--- config.mk ---
export PLATFORM = sky130hd
export DESIGN_NAME = fetch_buffer_flat
export DESIGN_NICKNAME = d
export VERILOG_FILES = /design/src/rtl/fetch_pkg.sv /design/src/rtl/fetch_buffer_if.sv /design/src/rtl/fetch_queue2.sv /design/src/rtl/fetch_buffer.sv /design/src/flat_wrapper.sv
export SDC_FILE = /design/constraint.sdc
export NUM_CORES = 1
export LEC_CHECK = 0
export ABC_AREA = 1
export CAP_MARGIN = 0
export CORE_AREA = 2 2 133 135
export CTS_BUF_LIST = sky130_fd_sc_hd__clkbuf_16
export DETAILED_ROUTE_END_ITERATION = 8
export DIE_AREA = 0 0 135 137
export PLACE_DENSITY = 0.76
export SYNTH_ARGS = -nofsm -noshare
export SYNTH_HDL_FRONTEND = slang
export SYNTH_SLANG_ARGS = --single-unit
--- constraint.sdc ---
create_clock -name clk -period 5.45 [get_ports clk]
set_clock_uncertainty 0.2 [all_clocks]
set_input_delay 1.09 -clock clk [delete_from_list [all_inputs] [get_ports clk]]
set_output_delay 1.09 -clock clk [all_outputs]
set_load 0.01 [all_outputs]
--- src/rtl/fetch_pkg.sv ---
`default_nettype none
// +------------------------------------------------------------------+
// | fetch_pkg                                                        |
// | Shared types and helpers for the instruction-fetch buffer.       |
// | Rev 1.0 - initial release                                        |
// +------------------------------------------------------------------+
package fetch_pkg;

  // Word-address width of the instruction ROM (512 words).
  localparam int ROM_ADDR_W = 9;

  // Instruction word substituted for faulting fetches.
  localparam logic [31:0] INST_NOP = 32'h0000_0000;

  // One queued fetch: instruction word, its byte PC and the out-of-range flag.
  typedef struct packed {
    logic [31:0] inst;
    logic [31:0] pc;
    logic        fault;
  } fetch_entry_t;

  // True when the byte PC lies inside a ROM of 2**aw words.
  function automatic logic pc_in_rom(input logic [31:0] pc, input int aw = ROM_ADDR_W);
    return (pc >> (aw + 2)) == 32'd0;
  endfunction

endpackage
`default_nettype wire

--- src/rtl/fetch_buffer_if.sv ---
`default_nettype none
// +------------------------------------------------------------------+
// | fetch_buffer_if                                                  |
// | ROM read port, redirect input and decode-side valid/ready queue. |
// | Rev 1.0 - initial release                                        |
// +------------------------------------------------------------------+
interface fetch_buffer_if #(
  parameter int ADDR_W = 9
);
  logic              rom_en;
  logic [ADDR_W-1:0] rom_addr;
  logic [31:0]       rom_data;
  logic              redirect;
  logic [31:0]       redirect_pc;
  logic              inst_valid;
  logic              inst_ready;
  logic [31:0]       inst;
  logic [31:0]       inst_pc;
  logic              inst_fault;

  // Fetch stage side.
  modport master (
    output rom_en, rom_addr, inst_valid, inst, inst_pc, inst_fault,
    input  rom_data, redirect, redirect_pc, inst_ready
  );

  // ROM / decode / branch-unit side.
  modport slave (
    input  rom_en, rom_addr, inst_valid, inst, inst_pc, inst_fault,
    output rom_data, redirect, redirect_pc, inst_ready
  );
endinterface
`default_nettype wire

--- src/rtl/fetch_queue2.sv ---
`default_nettype none
// +------------------------------------------------------------------+
// | fetch_queue2                                                     |
// | Two-entry synchronous FIFO of fetch entries with flush.          |
// | Rev 1.0 - initial release                                        |
// +------------------------------------------------------------------+
module fetch_queue2
  import fetch_pkg::*;
(
  input  logic         clk,
  input  logic         rst,
  input  logic         i_push,
  input  logic         i_pop,
  input  logic         i_flush,
  input  fetch_entry_t i_data,
  output logic [1:0]   o_count,
  output fetch_entry_t o_head
);

  localparam int DEPTH = 2;

  fetch_entry_t r_mem [DEPTH];
  logic         r_rd;
  logic         r_wr;
  logic [1:0]   r_count;
  logic         w_pop;

  // A pop on an empty queue is meaningless; drop it so count cannot underflow.
  assign w_pop   = i_pop && (r_count != 2'd0);
  assign o_count = r_count;

  // Pointer and occupancy bookkeeping; flush behaves like a reset of the queue.
  always_ff @(posedge clk) begin
    if (rst || i_flush) begin
      r_rd    <= 1'b0;
      r_wr    <= 1'b0;
      r_count <= 2'd0;
    end else begin
      if (i_push) r_wr <= ~r_wr;
      if (w_pop)  r_rd <= ~r_rd;
      r_count <= r_count + {1'b0, i_push} - {1'b0, w_pop};
    end
  end

  // Entry storage; contents need no reset because count gates the head.
  always_ff @(posedge clk) begin
    if (i_push && !i_flush && !rst) r_mem[r_wr] <= i_data;
  end

  // Head reads as all-zero while the queue is empty.
  always_comb begin
    o_head = '0;
    if (r_count != 2'd0) o_head = r_mem[r_rd];
  end

  // The producer only pushes into a full queue when it also pops.
  a_no_overflow: assert property (@(posedge clk) disable iff (rst)
    !(i_push && !w_pop && r_count == 2'd2));

endmodule
`default_nettype wire

--- src/rtl/fetch_buffer.sv ---
`default_nettype none
// +------------------------------------------------------------------+
// | fetch_buffer                                                     |
// | PC owner and ROM fetch issue, with fault tagging and a 2-entry   |
// | valid/ready queue toward decode; redirect flushes the queue.     |
// | Rev 1.0 - initial release                                        |
// +------------------------------------------------------------------+
module fetch_buffer
  import fetch_pkg::*;
#(
  parameter logic [31:0] RESET_PC = 32'h0000_0000,
  parameter int          ADDR_W   = ROM_ADDR_W,
  parameter int          DEPTH    = 2
) (
  input  logic           clk,
  input  logic           rst,
  fetch_buffer_if.master bus
);

  localparam logic [1:0] c_full = DEPTH[1:0];

  logic [31:0]  r_pc;
  logic [1:0]   w_count;
  logic         w_pop;
  logic         w_issue;
  logic         w_fault;
  fetch_entry_t w_entry;
  fetch_entry_t w_head;

  assign w_fault = !pc_in_rom(r_pc, ADDR_W);

  // Out-of-range PCs park the ROM on its top word instead of letting the
  // truncated address alias low memory; the fetched data is discarded anyway.
  assign bus.rom_addr   = w_fault ? '1 : r_pc[ADDR_W+1:2];
  assign bus.inst_valid = (w_count != 2'd0);
  assign w_pop          = bus.inst_valid && bus.inst_ready;
  assign w_issue        = !rst && !bus.redirect && ((w_count < c_full) || w_pop);
  assign bus.rom_en     = w_issue;

  // Build the entry captured at the end of this cycle's ROM read.
  always_comb begin
    w_entry       = '0;
    w_entry.inst  = w_fault ? INST_NOP : bus.rom_data;
    w_entry.pc    = r_pc;
    w_entry.fault = w_fault;
  end

  // PC: reset, redirect target (word aligned), or advance on each issued fetch.
  always_ff @(posedge clk) begin
    if (rst) begin
      r_pc <= RESET_PC;
    end else if (bus.redirect) begin
      r_pc <= bus.redirect_pc & ~32'd3;
    end else if (w_issue) begin
      r_pc <= r_pc + 32'd4;
    end
  end

  // Redirect flushes; a pop in the same cycle is absorbed by the flush.
  fetch_queue2 u_queue (
    .clk     (clk),
    .rst     (rst),
    .i_push  (w_issue),
    .i_pop   (w_pop && !bus.redirect),
    .i_flush (bus.redirect),
    .i_data  (w_entry),
    .o_count (w_count),
    .o_head  (w_head)
  );

  assign bus.inst       = w_head.inst;
  assign bus.inst_pc    = w_head.pc;
  assign bus.inst_fault = w_head.fault;

endmodule
`default_nettype wire

--- src/flat_wrapper.sv ---
// flat-port wrapper written by rule: the top's interface ports become plain ports
module fetch_buffer_flat import fetch_pkg::*;
#(
  parameter logic [31:0] RESET_PC = 32'h0000_0000,
  parameter int          ADDR_W   = ROM_ADDR_W,
  parameter int          DEPTH    = 2
)
  (clk, rst, bus_rom_en, bus_rom_addr, bus_inst_valid, bus_inst, bus_inst_pc, bus_inst_fault, bus_rom_data, bus_redirect, bus_redirect_pc, bus_inst_ready);
  fetch_buffer_if #(.ADDR_W(ADDR_W)) bus_i ();
  input  logic clk;
  input  logic rst;
  output wire logic [$bits(bus_i.rom_en)-1:0] bus_rom_en;
  output wire logic [$bits(bus_i.rom_addr)-1:0] bus_rom_addr;
  output wire logic [$bits(bus_i.inst_valid)-1:0] bus_inst_valid;
  output wire logic [$bits(bus_i.inst)-1:0] bus_inst;
  output wire logic [$bits(bus_i.inst_pc)-1:0] bus_inst_pc;
  output wire logic [$bits(bus_i.inst_fault)-1:0] bus_inst_fault;
  input wire logic [$bits(bus_i.rom_data)-1:0] bus_rom_data;
  input wire logic [$bits(bus_i.redirect)-1:0] bus_redirect;
  input wire logic [$bits(bus_i.redirect_pc)-1:0] bus_redirect_pc;
  input wire logic [$bits(bus_i.inst_ready)-1:0] bus_inst_ready;
  assign bus_rom_en = bus_i.rom_en;
  assign bus_rom_addr = bus_i.rom_addr;
  assign bus_inst_valid = bus_i.inst_valid;
  assign bus_inst = bus_i.inst;
  assign bus_inst_pc = bus_i.inst_pc;
  assign bus_inst_fault = bus_i.inst_fault;
  assign bus_i.rom_data = bus_rom_data;
  assign bus_i.redirect = bus_redirect;
  assign bus_i.redirect_pc = bus_redirect_pc;
  assign bus_i.inst_ready = bus_inst_ready;
  fetch_buffer #(.RESET_PC(RESET_PC), .ADDR_W(ADDR_W), .DEPTH(DEPTH)) u_core (.clk(clk), .rst(rst), .bus(bus_i));
endmodule
# Word-level counts from Yosys, hierarchy flattened
# Memory sizes are Yosys's and may differ from the RTL's. A register that Yosys moved wholly into a read port is not among the register bits.
# Index checks and enable logic that the tools add are counted.
# word_totals
ff_bits	36
ram_bits	130
in_bits	68
out_inout_bits	76
elab_cells	37
n_memories	1
# mem_list
memory	depth	word_bits	rd	rd_ports_with_merged_regs	write_ports	line_no	text
u_core.u_queue.r_mem	2	65	1	1	1	fetch_queue2.sv:22	fetch_entry_t r_mem [DEPTH];
# classes
addsub	3
order_cmp	1
n_mux	9
bitwise_logic	2
n_reduce_logical	16
# op_table
op	count
$mux 32	3
$mux 65	1
$add 32x3->32 const B	1
$logic_not 32->1	1
$mux 9	1
$logic_and 1x1->1	7
$mux 1	4
$reduce_bool 2->1	2
$logic_not 1->1	3
$add 2x1->2	1
$logic_or 1x1->1	2
$lt 2x2->1 const B	1
$not 1->1	2
$reduce_or 2->1	1
$sub 2x1->2	1

# Longest topological paths before layout
# depth
word_depth	8
depth_mapped	10
ltp_nobuf	10

# By module
# Synthesis repeated with hierarchy kept, for this count alone.
# unflattened
hier_cells	857
hier_area_um2	7653.6
# modules_own_cells
module	n_inst	cells_per_inst	area_per_inst_um2	seq_area_each_um2
fetch_queue2	1	384	5114.9	4003.8
fetch_buffer	1	473	2538.7	600.6

# Worst setup path before layout
# Ideal clock, no wire load.
# synth_path
path_type	in2reg
start	in rst
end	mem u_core.u_queue.r_mem[0][0] in the netlist's numbering, enable pin
setup_time_ps	486
arrival_ps	4153
required_ps	4764
slack_ps	611
stages	4
path_buffers	1
path_cell_list	buf_4 -> nor2_8 -> nand2_4 -> nor2_1
# synth_via
elab_chain_len	7
# synth_rtl
element	line_no	text
from (decl)	flat_wrapper.sv:11	input logic rst;
$logic_not 1->1 (*)	fetch_queue2.sv:47, fetch_buffer.sv:37	
$logic_and 1x1->1 (2 in series)	fetch_buffer.sv:37	assign w_issue = !rst && !bus.redirect && ((w_count < c_full) || w_pop);
$logic_and 1x1->1	fetch_queue2.sv:47	if (i_push && !i_flush && !rst) r_mem[r_wr] <= i_data;
$logic_and 1x1->1 (*)	fetch_queue2.sv:47	
$mux 1 (*)	fetch_queue2.sv:47	
$mux 1 (not written as such) (*)	fetch_queue2.sv:47	
to (decl)	fetch_queue2.sv:22	
# Every way passes the cells marked *; elsewhere a longest branch is shown, timed or not.

# Final worst setup path
# layout_path
start	in rst
end	out bus_rom_en
# layout_via
elab_chain_len	3
# layout_rtl
element	line_no	text
$logic_not 1->1	fetch_buffer.sv:37	
$logic_and 1x1->1 (2 in series)	fetch_buffer.sv:37	
to (decl)	flat_wrapper.sv:12	output wire logic [$bits(bus_i.rom_en)-1:0] bus_rom_en;
# Every way passes these cells.

==> results.toml <==
[placement]
port_buffers = 139
dp_hpwl_um = 11500
place_congestion = 0.918
place_ws_ns = 1.40

[sta]
grt_setup_unrepaired = "no"
worst_pin_slew_ns = 1.13
fin_setup_tns_ns = 0
fin_ws_ns = 1.40
setup_viol_count_final = 0
finalMaxSlewViolations = 0
finalCriticalPeriod_ns = 4.05
layout_worst_path_cycle_share_pct = 74.4
slew_headroom_pct = 24.8
fmax_ghz = 0.247
hold_viol = 0

[detailed_routing]
routed_wl_um = 17600
drtAntennaViolNets = 0
viasPerCell = 4.98
vias = 5892
drc_errors = 0
first_iter_violations = 348
first_pass_iters = 5
wl_per_cell_um = 14.9

[yosys]
synthesis.instances = 815
synth_edf_count = 126
syn_area_mm2 = 0.00751
yosysSeqAreaShare_pct = 59.7
ys_seq_elements = 161
avgSynthCellArea_um2 = 9.21
synth_warnings = 0
synthFlopType = "edfxtp_1"
synthDistinctLibCells = 43
async_flop_share_pct = 0

[run_status]
status = "completed"

[setup_path]
cp_common_cell = "clkdlybuf4s50_1"
path_cells = "clkdlybuf4s50_1 > buf_4 > nor2_8 > nand2_4 > clkinv_2 > clkdlybuf4s50_1"
critPathArrivalTime_ns = 2.76
worst_setup_path_start_kind = "primary input"
cp.required_ns = 4.16
r2r-start = "u_core.u_queue.o_count[1]"
cp_max_fo = 27
max_stage_delay_ns = 0.48
ff2ff_path_depth = 8
reg2reg_slack_ns = 2.93
crit_family = "buffers and inverters"
critPathBufInv = 4
cp_slowest_cell = "clkdlybuf4s50_1"
timing.rr.end = "u_core.u_queue.o_count[1]"
worstSetupPathType = "in -> out"
end_kind = "primary output"

[clock_tree]
cts_root_buf = "clkbuf_16"
cts_resized = 0
cts.reportedPaths.clkPinSlew_ns = 0.06
htreeDepth = 4
cts.sinks = 161
hold_buffers = 0
cts_tree = "done"
cts_buffer_depth = 2
clk_latency_ns = 0.42
cts_setup_buffers = 0
numCtsBuffers = 17

[global_routing]
grt_max_degree = 64
grt_pass1_wl_um = 27900
antenna_found_initial = 0
grt_overflow_total = 0
grt_pass1_vias = 5694
grt_usage_pct = 19.6

[final_layout]
seq_area_mm2 = 0.00449
antenna-diode-count = 0
syn_to_final_growth_pct = 28.6
multi_input_area_mm2 = 0.00251
finalNetCount = 1015
layout-drive-gt1-share_pct = 8.05
final_common_cell = "nand2_1"
layout_common_cells = "233 x nand2_1, 139 x clkdlybuf4s50_1, 126 x edfxtp_1, 91 x inv_1, 88 x a21oi_1"
n_fill_cell = 1511

[power]
p_leak_uw = 0.00363
vdd_drop_max_uv = 225
pwr_density_cell_mw_per_mm2 = 285

[job]
maxCapViolCount = 0

[floorplanning]
io_pins = 144
rows = 48
start_util_pct = 44.0
die_h_um = 137
die_area_mm2 = 0.0185
core_mm2 = 0.0171
fp.dieW_um = 135

[min_path]
min_from = "u_core.u_queue.r_rd"
hold_depth = 1
hold_class = "reg -> reg"
through the flow:
step	area, um2	hold WS (ns)	util, %	power (uW)	instances
finish	9650	0.250	56.6	2750	1182
global route	9650	0.255	56.6	2850	1182
CTS	9650	0.247	56.6	2770	1182
detailed placement	9100	0.236	53.3	1670	1150
global placement	9100	0.232	53.3	1660	1150
floorplan	7510	0.225	-	1540	816
sequential cells by signal (all words and copies together), names as in the netlist, named ones only:
signal,count
u_core.u_queue.r_wr,1
u_core.u_queue.o_count,2
u_core.u_queue.r_mem,126
u_core.r_pc,30
u_core.u_queue.r_rd,1
Yosys cell counts, types with 4 or more instances:
master | count | area share (%)
a21oi_2 | 4 | 0.47
nor2_4 | 9 | 1.4
buf_2 | 4 | 0.27
nor3_1 | 7 | 0.47
dfxtp_1 | 35 | 9.3
nand3_1 | 33 | 2.2
o21ai_0 | 19 | 1.3
inv_1 | 89 | 4.4
nand4_1 | 4 | 0.33
edfxtp_1 | 126 | 50
or2_2 | 4 | 0.33
nor2_1 | 68 | 3.4
a21oi_1 | 88 | 5.9
buf_1 | 5 | 0.25
xor2_1 | 4 | 0.47
clkbuf_1 | 21 | 1.1
nand2_1 | 233 | 12
nand2_2 | 8 | 0.67
or2_1 | 5 | 0.42
buf_4 | 5 | 0.50
a31oi_1 | 6 | 0.50
final cells by class:
type	instances	area share (%)
Clock buffer	17	4.41
Clock inverter	15	1.34
Inverter	93	3.63
Multi-Input combinational cell	524	26.1
Sequential cell	161	46.5
Tap cell	225	2.92
Timing Repair Buffer	147	15.2
worst register-to-register path, cell delays in order, from the launching register on:
cell and delay, ns:
dfxtp_1 0.35, nor2_4 0.62, nor3_1 0.20, ha_1 0.33, inv_1 0.04, ha_1 0.18
xnor2_1 0.13, or2_2 0.28, a21oi_1 0.12
kinds of logic after synthesis:
logic type               after synthesis  share of synthesized area, %
adder cells (fa/ha/maj)                3                         0.500
buffers and inverters                131                          7.18
AND/OR/NAND/NOR                      383                          22.4
XOR/XNOR                               6                         0.700
other                                  1                        0.0500
AO/OA/AOI/OAI                        130                          9.43
flip-flops                           161                          59.7
metal layers:
layer	global-route usage, %	share of wire [%]
met1	24.2	43
met2	33.7	50
met3	4.11	5.6
met4	7.70	1.5
met5	0	0
report_power, final:
| group | total (uW) | switching, uW | internal [uW] |
|---|---|---|---|
| clock network | 1110 | 444 | 661 |
| logic | 239 | 126 | 113 |
| registers | 1400 | 37.6 | 1370 |
worst max path at each step:
stage / from / slack, ns / cells past startpoint / to
finish: rst / 1.40 / 6 / bus_rom_en
floorplan: rst / 0.61 / 4 / u_core.u_queue.r_mem[0][0]
global placement: rst / 1.40 / 6 / bus_rom_en
detailed placement: rst / 1.40 / 6 / bus_rom_en
global route: rst / 1.33 / 6 / bus_rom_en
CTS: rst / 1.40 / 6 / bus_rom_en
Power figures use the tool's default switching activity.
